`src/rtl/dec_pkg.sv`:
```
// rtl/dec_pkg.sv - shared command and state encodings for the one-hot decoder
//
// Purpose: command codes carried on in_cmd and the two-state FSM encoding.
// Ports:   none (package).
package dec_pkg;

   typedef enum logic [1:0] {
      CMD_LOAD  = 2'b00,
      CMD_ROTL  = 2'b01,
      CMD_ROTR  = 2'b10,
      CMD_CLEAR = 2'b11
   } cmd_t;

   typedef enum logic {
      ST_IDLE   = 1'b0,
      ST_ACTIVE = 1'b1
   } state_t;

endpackage

```
`src/rtl/dec_scan_prescaler.sv`:
```
// rtl/dec_scan_prescaler.sv - modulo-SCAN_DIV step counter with hold and clear
//
// Purpose: paces auto-scan rotates. Counts 0..SCAN_DIV-1 and sits at the
//          terminal count until the owner reports that the step was taken.
// Ports:
//   clk        rising-edge clock
//   rst        synchronous active-high reset
//   clear_i    force count to 0 (scan disabled, IDLE, or command accepted)
//   advance_i  the terminal-count step was performed this cycle
//   tc_o       count is at SCAN_DIV-1
module dec_scan_prescaler #(
   parameter int SCAN_DIV = 4
) (
   input  logic clk,
   input  logic rst,
   input  logic clear_i,
   input  logic advance_i,
   output logic tc_o
);

   localparam int CW = (SCAN_DIV > 1) ? $clog2(SCAN_DIV) : 1;
   localparam logic [CW-1:0] TC = CW'(SCAN_DIV - 1);

   logic [CW-1:0] cnt_q;
   logic [CW-1:0] cnt_d;

   always_comb begin
      cnt_d = cnt_q;
      if (clear_i) begin
         cnt_d = '0;
      end else if (cnt_q == TC) begin
         // Hold at terminal count until the step actually goes out.
         if (advance_i) begin
            cnt_d = '0;
         end
      end else begin
         cnt_d = cnt_q + CW'(1);
      end
   end

   always_ff @(posedge clk) begin
      if (rst) begin
         cnt_q <= '0;
      end else begin
         cnt_q <= cnt_d;
      end
   end

   assign tc_o = (cnt_q == TC);

endmodule

```
`src/rtl/onehot_decoder_seq.sv`:
```
// rtl/onehot_decoder_seq.sv - registered one-hot select with rotate/clear and valid/ready output
//
// Purpose: decodes an SEL_W-bit index into a 2**SEL_W one-hot word held in a
//          state register; later commands rotate (with wrap) or clear it.
//          Results leave through a single-register valid/ready stage.
// Optional: DEC_AUTOSCAN_EN adds scan_en and a SCAN_DIV-paced internal ROTL.
// Ports:
//   clk, rst                       clock, synchronous active-high reset
//   in_valid/in_ready              command handshake
//   in_cmd, in_sel                 command code, LOAD index
//   out_valid/out_ready            result handshake
//   out_y, out_idx, out_err        one-hot word, its index, rotate-in-IDLE flag
//   scan_en                        (DEC_AUTOSCAN_EN only) enable auto-scan
module onehot_decoder_seq
   import dec_pkg::*;
#(
   parameter int SEL_W = 2
`ifdef DEC_AUTOSCAN_EN
   ,
   parameter int SCAN_DIV = 4
`endif
) (
   input  logic                    clk,
   input  logic                    rst,
   input  logic                    in_valid,
   output logic                    in_ready,
   input  logic [1:0]              in_cmd,
   input  logic [SEL_W-1:0]        in_sel,
   output logic                    out_valid,
   input  logic                    out_ready,
   output logic [(1<<SEL_W)-1:0]   out_y,
   output logic [SEL_W-1:0]        out_idx,
   output logic                    out_err
`ifdef DEC_AUTOSCAN_EN
   ,
   input  logic                    scan_en
`endif
);

   localparam int OUT_W = 1 << SEL_W;

   state_t             state_q, state_d;
   logic [OUT_W-1:0]   y_q, y_d;
   logic [SEL_W-1:0]   idx_q, idx_d;
   logic               err_q, err_d;
   logic               valid_q, valid_d;

   logic               accept;
   logic               scan_fire;
   cmd_t               cmd;

   function automatic logic [OUT_W-1:0] onehot(input logic [SEL_W-1:0] idx);
      logic [OUT_W-1:0] y;
      y      = '0;
      y[idx] = 1'b1;
      return y;
   endfunction

   assign cmd      = cmd_t'(in_cmd);
   assign in_ready = !valid_q || out_ready;
   assign accept   = in_valid && in_ready;

`ifdef DEC_AUTOSCAN_EN
   logic scan_tc;
   logic scan_clear;

   // Accepted commands win over the scan step and restart its interval.
   assign scan_clear = !scan_en || (state_q != ST_ACTIVE) || accept;
   assign scan_fire  = scan_en && (state_q == ST_ACTIVE) && scan_tc && !accept && in_ready;

   dec_scan_prescaler #(
      .SCAN_DIV (SCAN_DIV)
   ) u_scan (
      .clk       (clk),
      .rst       (rst),
      .clear_i   (scan_clear),
      .advance_i (scan_fire),
      .tc_o      (scan_tc)
   );
`else
   assign scan_fire = 1'b0;
`endif

   always_comb begin
      state_d = state_q;
      y_d     = y_q;
      idx_d   = idx_q;
      err_d   = err_q;
      valid_d = valid_q;
      if (accept) begin
         valid_d = 1'b1;
         err_d   = 1'b0;
         case (cmd)
            CMD_LOAD: begin
               state_d = ST_ACTIVE;
               idx_d   = in_sel;
               y_d     = onehot(in_sel);
            end
            CMD_ROTL, CMD_ROTR: begin
               if (state_q == ST_ACTIVE) begin
                  // Index width equals log2(OUT_W), so +/-1 wraps naturally.
                  if (cmd == CMD_ROTL) begin
                     idx_d = idx_q + SEL_W'(1);
                     y_d   = {y_q[OUT_W-2:0], y_q[OUT_W-1]};
                  end else begin
                     idx_d = idx_q - SEL_W'(1);
                     y_d   = {y_q[0], y_q[OUT_W-1:1]};
                  end
               end else begin
                  y_d   = '0;
                  idx_d = '0;
                  err_d = 1'b1;
               end
            end
            default: begin
               state_d = ST_IDLE;
               y_d     = '0;
               idx_d   = '0;
            end
         endcase
      end else if (scan_fire) begin
         valid_d = 1'b1;
         err_d   = 1'b0;
         idx_d   = idx_q + SEL_W'(1);
         y_d     = {y_q[OUT_W-2:0], y_q[OUT_W-1]};
      end else if (out_ready) begin
         valid_d = 1'b0;
      end
   end

   always_ff @(posedge clk) begin
      if (rst) begin
         state_q <= ST_IDLE;
         y_q     <= '0;
         idx_q   <= '0;
         err_q   <= 1'b0;
         valid_q <= 1'b0;
      end else begin
         state_q <= state_d;
         y_q     <= y_d;
         idx_q   <= idx_d;
         err_q   <= err_d;
         valid_q <= valid_d;
      end
   end

   assign out_valid = valid_q;
   assign out_y     = y_q;
   assign out_idx   = idx_q;
   assign out_err   = err_q;

endmodule
```
`config.mk`:
```
export PLATFORM = sky130hd
export DESIGN_NAME = onehot_decoder_seq
export DESIGN_NICKNAME = d
export VERILOG_FILES = /design/src/rtl/dec_pkg.sv /design/src/rtl/dec_scan_prescaler.sv /design/src/rtl/onehot_decoder_seq.sv
export SDC_FILE = /design/constraint.sdc
export NUM_CORES = 1
export LEC_CHECK = 0
export ABC_CLOCK_PERIOD_IN_PS = 1100
export CORE_MARGIN = 3
export CORE_UTILIZATION = 39
export DETAILED_ROUTE_END_ITERATION = 12
export PLACE_DENSITY_LB_ADDON = 0.15
export SETUP_SLACK_MARGIN = 0.5
export SYNTH_ARGS = -nofsm -noshare
export SYNTH_HDL_FRONTEND = slang
export SYNTH_SLANG_ARGS = --single-unit
```
`constraint.sdc`:
```
create_clock -name clk -period 1.1 [get_ports clk]
set_input_delay 0.165 -clock clk [delete_from_list [all_inputs] [get_ports clk]]
set_output_delay 0.165 -clock clk [all_outputs]
set_load 0.02 [all_outputs]
```
==> metrics.cfg, run 1 <==
[run]
drv_cap=0

[logic_synthesis]
synth_edf_count=0
synth_cell_types=26
syn_area_um2=547
synth_seq_area_share_pct=33.0
synth_top_family_by_area=compound AO/OA/AOI/OAI gates
synthTopCellsByArea=dfxtp_1 (33%), ha_1 (9.2%), mux2i_1 (7.3%), a22o_1 (6.4%), a21oi_1 (5.5%)
synth_seq_cells=9
synth_adder_area_share_pct=9.15
synth_mux_area_share_pct=7.32
yosys.area_share.simple_pct=17.2
ys_async_sr_fraction_pct=0
yosys.area.top_type=dfxtp_1
ys.flop_type=dfxtp_1
yosysMostFrequentCell=dfxtp_1
avgSynthCellArea_um2=9.43
syn-num-nets=70
yosysTopAreaCellShare_pct=33.0
ys.warnings.count=0
synth_compound_gate_area_share_pct=23.6
synth_common_cells=dfxtp_1 (9), a21oi_1 (6)
synthXorXnorAreaFrac_pct=4.35
synthCells=58

[global_routing]
use_met3_pct=4.98
antenna_found_initial=0
use_met2_pct=24.5
grt_overflow=0
use_met1_pct=22.1
grt_pass1_vias=537
grt.total_usage_pct=16.1
grt_max_degree=6
grt_pass1_wl_um=2300
grt_busiest_layer=met2

[clock_tree]
clk_latency_ps=260
cts_tree=built
cts_hold_buf=0
numCtsBuffers=3
clock-sinks=9
root_buffer=clkbuf_4
clockBufferDepth=2
cts.clk_slew.worst_paths_ps=70
h-tree-depth=1

[floorplan]
core_area_um2=1200
num_rows=12
dieArea_um2=1890
die_h_um=43.4
start_util_pct=45.5
die_w_um=43.4
pin_count=17

[placement]
dp_hpwl_um=1160
port_buffers=16
gp_congestion=0.853

[drt]
drc=0
wl_per_cell_um=13.9
vias=602
drt_iter0_drc=25
drtPass1Iterations=4
antenna_left=0
avgViaCountPerCell=5.63
wirelength_um=1490

[hold_path]
min_path_type=in -> reg
hold_depth=5

[timing]
tightest_slew_ps=355
slew-limit-headroom_pct=76.1
fin_crit_ps=1200
hold_violations=0
rsz0062_at_grt=yes
setup_viol=4
fmax_mhz=836
fin_crit_sh_pct=109
worst_clock_skew_ps=3.76
final_max_slew_viol_count=0
setup_slack_ps=-96.8

[worst_setup_path]
cp.required_ps=1300
startpoint_type=register
cp.arrival_ps=1400
critPathKind=reg -> reg
rr_worst_depth=4
critical_path.slowest_cell=or4_1
crit_path_end_kind=register
slowest_delay_ps=430
cp_cell_sequence=nor2b_4 > buf_6 > or4_1 > a21oi_2
crit_fanout=5

[run_status]
status=finished, violations left
violations=setup timing

[pwr]
p_leak_nw=0.395
power_density_nw_per_um2=877
finalPower_mw=0.823
ir_worst_vdd_mv=0.778

[cells_and_area]
drive_above_1_share_pct=53.8
post-route-util_pct=78.1
nNetsFinal=106
synthToLayoutAreaGrowth_pct=71.6
antenna_cells=0

## layout by cell type, fill, tap and decap left out, drive strengths merged, types with 2 or more instances in the layout
| cell | count |
|---|---|
| a21oi | 6 |
| mux2i | 4 |
| inv | 5 |
| nand3b | 2 |
| dlygate4sd2 | 4 |
| clkbuf | 4 |
| ha | 4 |
| dfxtp | 9 |
| clkdlybuf4s50 | 2 |
| o21ai | 4 |
| nor2 | 2 |
| nand2 | 3 |
| buf | 27 |
| a22o | 4 |
## registers in the layout, summed over array words and instances, names as in the netlist
signal     count
out_y          4
out_idx        2
out_err        1
out_valid      1
state_q        1
## layer usage
| layer | vias to the layer above | share of wire [%] |
|---|---|---|
| met5 | - | 0 |
| met4 | 0 | 0 |
| met3 | 0 | 6.5 |
| met2 | 30 | 49 |
| met1 | 281 | 45 |
| li1 | 291 | - |
## path summary, 6_finish.rpt
| path | startpoint | endpoint | slack (ps) |
|---|---|---|---|
| setup reg to reg | out_valid | state_q | -100 |
| hold reg to reg | out_err | out_err | 490 |
| setup / recovery | out_valid | state_q | -100 |
| hold / removal | out_ready | out_valid | 430 |
## report_power, final
group          switching, mW  internal [mW]  leakage (nW)
clock network          0.127          0.140        0.0150
logic                  0.100          0.113         0.303
registers            0.00718          0.335        0.0771
## repair_timing
| item | 4_1_cts | 5_1_grt |
|---|---|---|
| setup endpoints to repair | 18 | 18 |
| setup buffers | 2 | 0 |
| endpoints found under the hold margin | 0 | 0 |
| pin swaps | 8 | 2 |
| resized for setup | 72 | 1 |
## final cells by class
class,instances,area (µm²)
clock buffer,4,26.3
fill,91,263
inverter,5,23.8
multi-input combinational,42,388
sequential,9,193
tap,14,17.5
timing repair buffer,33,290
## cells by family after synthesis
family / count (synthesis)
compound gates: 19
simple gates: 14
flops: 9
buf+inv: 7
mux: 4
fa+ha+maj: 4
xor+xnor: 1
## through the flow
step / setup TNS (ps) / cell area [µm²] / setup slack [ps] / std cells / hold WS, ps
after floorplan: -327 / 574 / -86.8 / 58 / 343
after global placement: -4610 / 853 / -589 / 101 / 455
after detailed placement: -4910 / 853 / -621 / 101 / 466
after CTS: -197 / 935 / -97.3 / 107 / 437
after global routing: -412 / 938 / -143 / 107 / 457
final: -194 / 938 / -96.8 / 107 / 432
## worst max-delay path: cells and delay by family (launching register included)
kind | cells | cell delay (ps)
AND/OR/NAND/NOR | 2 | 560
flip-flops | 1 | 320
buffers and inverters | 1 | 130
AO/OA/AOI/OAI | 1 | 130
No activity file was read; power rests on OpenSTA's default activity.
==> run 2: changes to the inputs <==
--- a/config.mk
+++ b/config.mk
@@ -6,7 +6,7 @@
 export NUM_CORES = 1
 export LEC_CHECK = 0
 export ABC_CLOCK_PERIOD_IN_PS = 1100
-export CORE_MARGIN = 3
+export CORE_MARGIN = 2
 export CORE_UTILIZATION = 39
 export DETAILED_ROUTE_END_ITERATION = 12
 export PLACE_DENSITY_LB_ADDON = 0.15
==> metrics.cfg, run 2 (synthesis results as in run 1) <==
[clock_tree]
numCtsBuffers=3  ; unchanged
cts.clk_slew.worst_paths_ps=60  ; about the same
clk_latency_ps=270  ; about the same
root_buffer=clkbuf_4
h-tree-depth=1  ; unchanged
clock-sinks=9  ; unchanged
cts_tree=built
cts_hold_buf=0  ; unchanged
clockBufferDepth=2  ; unchanged

[floorplan]
core_area_um2=1300  ; +8.3%
die_h_um=41.4  ; -4.6%
start_util_pct=42.0  ; -3.5 points
dieArea_um2=1720  ; -9.0%
die_w_um=41.4  ; -4.6%
num_rows=13  ; +1
pin_count=17  ; unchanged

[pwr]
ir_worst_vdd_mv=0.585  ; -25%
power_density_nw_per_um2=882  ; +0.59%
p_leak_nw=0.391  ; -0.99%
finalPower_mw=0.825  ; +0.33%

[run_status]
status=finished, violations left
violations=setup timing

[timing]
final_max_slew_viol_count=0  ; unchanged
worst_clock_skew_ps=9.90  ; +6.14 ps
tightest_slew_ps=327  ; -28.1 ps
setup_slack_ps=-59.4  ; +37.4 ps
setup_viol=2  ; -2
holdWs_ps=434  ; +2.17 ps
fin_crit_ps=1160  ; -37.4 ps
fmax_mhz=863  ; +3.2%
hold_violations=0  ; unchanged
slew-limit-headroom_pct=78.0  ; +1.9 points
fin_crit_sh_pct=105  ; -3.4 points
rsz0062_at_grt=yes

[hold_path]
hold_depth=5  ; unchanged
min_from=in_cmd[0]
min_path_type=in -> reg
hold_end=state_q

[placement]
port_buffers=16  ; unchanged
dp_hpwl_um=1040  ; -10%
place_area_um2=855  ; +0.15%
place_inst=102  ; +0.99%
gp_congestion=0.845  ; -0.90%

[cells_and_area]
antenna_cells=0  ; unchanged
largest_reg_flops=4  ; unchanged
layout_common_cells=buf_4 (13), buf_6 (11), dfxtp_2 (7)
post-route-util_pct=71.9  ; -6.2 points
nNetsFinal=105  ; -0.94%
synthToLayoutAreaGrowth_pct=71.2
fin_area_um2=936  ; -0.27%
layout_commonest_cell=buf_4
drive_above_1_share_pct=53.3  ; -0.50 points
final_cells=107  ; unchanged

[drt]
wl_per_cell_um=12.9  ; -6.9%
drc=0  ; unchanged
avgViaCountPerCell=5.34  ; -5.1%
drtPass1Iterations=4  ; unchanged
vias=571  ; -5.1%
antenna_left=0  ; unchanged
wirelength_um=1380  ; -6.9%
drt_iter0_drc=7  ; -72%

[worst_setup_path]
rr_worst_depth=4  ; unchanged
reg2reg_slack_ps=-60  ; +40 ps
startpoint_type=register
cp.arrival_ps=1360  ; -40 ps
reg2reg_to=state_q
cp.required_ps=1300  ; about the same
critPathKind=reg -> reg
reg2reg_from=out_valid
crit_path_end_kind=register
crit_fanout=7  ; +2

[run]
drv_cap=0  ; unchanged

[global_routing]
antenna_found_initial=0  ; unchanged
grt_overflow=0  ; unchanged
grt_pass1_wl_um=2270  ; -1.5%
grt.total_usage_pct=17.2  ; +1.1 points
grt_max_degree=8  ; +2
grt_pass1_vias=525  ; -2.2%

[run 2: cell types whose count changed in the layout (fill, tap and decap cells not counted)]
cell,previous run,this run
o21ai_1,1,0
buf_4,15,13
buf_6,10,11
o21ai_0,3,4
[run 2: per-stage QoR]
step                TNS (ps)  setup WS (ps)
floorplan               -327          -86.8
global placement       -4580           -596
detailed placement     -4800           -632
CTS                     -152          -85.4
global route            -302          -98.3
finish                 -93.6          -59.4
[run 2: per-layer routing]
layer | track usage [%] | part of all wire [%]
met4 | 9.68 | 2.5
met3 | 3.91 | 4.7
met1 | 22.5 | 48
met2 | 25.9 | 44
met5 | 0 | 0
[run 2: cell type report]
| cell class | count | area [µm²] |
|---|---|---|
| well taps | 15 | 18.8 |
| inverters | 5 | 23.8 |
| multi-input cells | 42 | 388 |
| clock buffers | 4 | 26.3 |
| fillers | 104 | 365 |
| repair buffers | 32 | 287 |
| flip-flops and latches | 9 | 193 |
[run 2: where the power goes]
part	internal [mW]	switching (mW)
clock	0.140	0.134
combinational	0.111	0.0974
sequential	0.335	0.00722
[run 2: worst max path at each step]
stage,startpoint,endpoint,slack (ps),depth (start not counted)
finish,out_valid,state_q,-60,4
global route,out_valid,state_q,-100,4
CTS,out_valid,state_q,-90,4
detailed placement,in_cmd[0],out_idx[0],-630,6
global placement,in_cmd[0],state_q,-600,5
floorplan,out_idx[1],out_idx[1],-90,3
[run 2: what timing repair did]
| action | CTS | global route |
|---|---|---|
| gates resized for setup | 69 | 4 |
| buffers inserted | 0 | 1 |
| setup endpoints to repair | 18 | 18 |
| pin swaps | 9 | 5 |
[run 2: worst max-delay path, cell delays in order (launching register included)]
cell,delay (ps)
dfxtp_2,310
nor2b_4,130
buf_6,130
or4_1,390
a21oi_1,130
==> run 3: changes to the inputs <==
--- a/config.mk
+++ b/config.mk
@@ -5,12 +5,13 @@
 export SDC_FILE = /design/constraint.sdc
 export NUM_CORES = 1
 export LEC_CHECK = 0
-export ABC_CLOCK_PERIOD_IN_PS = 1100
-export CORE_MARGIN = 2
-export CORE_UTILIZATION = 39
+export ABC_CLOCK_PERIOD_IN_PS = 1500
+export CORE_AREA = 2 2 39 41
 export DETAILED_ROUTE_END_ITERATION = 12
+export DIE_AREA = 0 0 41 43
 export PLACE_DENSITY_LB_ADDON = 0.15
 export SETUP_SLACK_MARGIN = 0.5
 export SYNTH_ARGS = -nofsm -noshare
 export SYNTH_HDL_FRONTEND = slang
+export SYNTH_HIERARCHICAL = 1
 export SYNTH_SLANG_ARGS = --single-unit
==> constraint.sdc (replaced) <==
create_clock -name clk -period 1.5 [get_ports clk]
set_input_delay 0.225 -clock clk [delete_from_list [all_inputs] [get_ports clk]]
set_output_delay 0.225 -clock clk [all_outputs]
set_load 0.02 [all_outputs]
==> metrics.cfg, run 3 <==
[logic_synthesis]
syn_area_um2=547  ; unchanged
synth_edf_count=0  ; unchanged
yosysMostFrequentCell=dfxtp_1
synth_seq_area_share_pct=33.0  ; unchanged
yosysTopAreaCellShare_pct=33.0  ; unchanged
synthTopCellsByArea=dfxtp_1 (33%), ha_1 (9.2%), mux2i_1 (7.3%), a22o_1 (6.4%), a21oi_1 (5.5%)
avgSynthCellArea_um2=9.43  ; unchanged
synth_common_cells=dfxtp_1 (9), a21oi_1 (6)
ys.warnings.count=6  ; +6
synth_seq_cells=9  ; unchanged
synth_cell_types=26  ; unchanged
ys.flop_type=dfxtp_1
ys_async_sr_fraction_pct=0  ; unchanged
syn-num-nets=70  ; unchanged
yosys.area.top_type=dfxtp_1
synthCells=58  ; unchanged

[pwr]
p_leak_nw=0.400  ; +2.5%
power_density_nw_per_um2=619  ; -30%
finalPower_mw=0.608  ; -26%
ir_worst_vdd_mv=0.497  ; -15%

[placement]
gp_congestion=0.766  ; -9.4%
pre_cts_ws_ps=-387  ; +245 ps
port_buffers=16  ; unchanged
dp_hpwl_um=1070  ; +2.5%

[global_routing]
grt_pass1_vias=520  ; -0.95%
use_met3_pct=9.42  ; +5.5 points
grt_max_degree=7  ; -1
grt_busiest_layer=met2
grt_pass1_wl_um=2370  ; +4.5%
grt_overflow=0  ; unchanged
use_met1_pct=27.3  ; +4.8 points
grt.total_usage_pct=20.5  ; +3.3 points
use_met2_pct=29.1  ; +3.1 points
antenna_found_initial=0  ; unchanged

[worst_setup_path]
crit_path_end_kind=register
critPathKind=reg -> reg
cp_cell_sequence=nor2b_4 > buf_6 > or4_4 > a21oi_2
slowest_delay_ps=410  ; +20 ps
crit_fanout=5  ; -2
critical_path.slowest_cell=or4_4
cp.required_ps=1690  ; +390 ps
cp.arrival_ps=1390  ; +30 ps
startpoint_type=register

[cells_and_area]
drive_above_1_share_pct=55.9  ; +2.7 points
layout_commonest_cell=buf_4
synthToLayoutAreaGrowth_pct=79.9
post-route-util_pct=71.1  ; -0.86 points
nNetsFinal=106  ; +0.95%
layout_common_cells=buf_4 (17), buf_6 (10), dlygate4sd2_1 (5), dfxtp_2 (5)
antenna_cells=0  ; unchanged
largest_reg_flops=4  ; unchanged

[drt]
drt_iter0_drc=8  ; +1
antenna_left=0  ; unchanged
wirelength_um=1570  ; +14%
vias=560  ; -1.9%
wl_per_cell_um=14.4  ; +12%
drc=0  ; unchanged
avgViaCountPerCell=5.14  ; -3.7%
drtPass1Iterations=4  ; unchanged

[floorplan]
die_h_um=43  ; +3.8%
dieArea_um2=1760  ; +2.6%
core_area_um2=1380  ; +6.3%
die_w_um=41  ; -1.1%
pin_count=17  ; unchanged
num_rows=14  ; +1
start_util_pct=39.5  ; -2.5 points

[run]
drv_cap=0  ; unchanged

[clock_tree]
clockBufferDepth=2  ; unchanged
cts_tree=built
clock-sinks=9  ; unchanged
clk_latency_ps=260  ; about the same
h-tree-depth=1  ; unchanged
numCtsBuffers=3  ; unchanged
root_buffer=clkbuf_4
cts.clk_slew.worst_paths_ps=60  ; about the same

[timing]
worst_clock_skew_ps=3.94  ; -5.96 ps
holdWs_ps=441  ; +7.31 ps
tightest_slew_ps=352  ; +24.2 ps
final_max_slew_viol_count=0  ; unchanged
hold_violations=0  ; unchanged
rsz0062_at_grt=yes
fin_crit_sh_pct=79.7  ; -26 points
tns_ps=0  ; +93.6 ps
setup_viol=0  ; -2
fin_crit_ps=1200  ; +36.8 ps
fmax_mhz=836  ; -3.1%
setup_slack_ps=304  ; +363 ps
slew-limit-headroom_pct=76.4  ; -1.6 points

[run_status]
status=finished clean

[hold_path]
min_path_type=in -> reg

-- run 3: cell counts after synthesis --
Identical to the previous run, type by type.
-- run 3: power breakdown --
part	leakage (nW)	switching (mW)	total, mW	internal (mW)
logic	0.309	0.0809	0.174	0.0930
clock network	0.0150	0.0809	0.183	0.102
registers	0.0770	0.00704	0.251	0.244
total	0.400	0.169	0.608	0.439
-- run 3: area by class of cell --
type	instances	area, µm²
fill	116	400
multi-input combinational	42	408
inverter	5	41.3
sequential	9	194
timing repair buffer	33	294
tap	16	20.0
clock buffer	4	26.3
-- run 3: kinds of logic after synthesis --
group	after synthesis	share of synthesized area, %
and+or+nand+nor	14	17.2
AOI/OAI and AO/OA	19	23.6
DFF	9	33.0
muxes	4	7.32
xor gates and xnor gates	1	4.35
buffers and inverters	7	5.49
adders and majority gates	4	9.15
-- run 3: timing repair --
action | in CTS | in global routing
setup buffers | 3 | 0
hold buffers | 0 | 0
endpoints found under the setup margin | 18 | 17
resized for setup | 73 | 11
pin swaps | 9 | 6
-- run 3: worst paths after layout --
check / slack, ps / startpoint / endpoint / cells past startpoint
setup reg to reg: 300 / out_valid / state_q / 4
setup / recovery: 300 / out_valid / state_q / 4
hold / removal: 440 / in_cmd[1] / out_idx[0] / 4
hold reg to reg: 500 / out_err / out_err / 2
-- run 3: metrics by stage --
stage | instance area (µm²) | cells
2_1_floorplan | 589 | 58
3_3_place_gp | 863 | 102
3_5_place_dp | 863 | 102
4_1_cts | 946 | 109
5_1_grt | 983 | 109
6_report | 983 | 109
-- run 3: critical path: cells and delay by family (launching register included) --
kind | cells | cell delay (ps)
flops | 1 | 320
buf+inv | 1 | 130
compound gates | 1 | 140
simple gates | 2 | 540
-- run 3: routing by layer --
metal / vias up / share of wire, % / routed length (µm)
li1: 283 / - / -
met1: 259 / 47 / 747
met2: 16 / 46 / 716
met3: 2 / 6.2 / 98
met4: 0 / 0.64 / 10
met5: - / 0 / 0
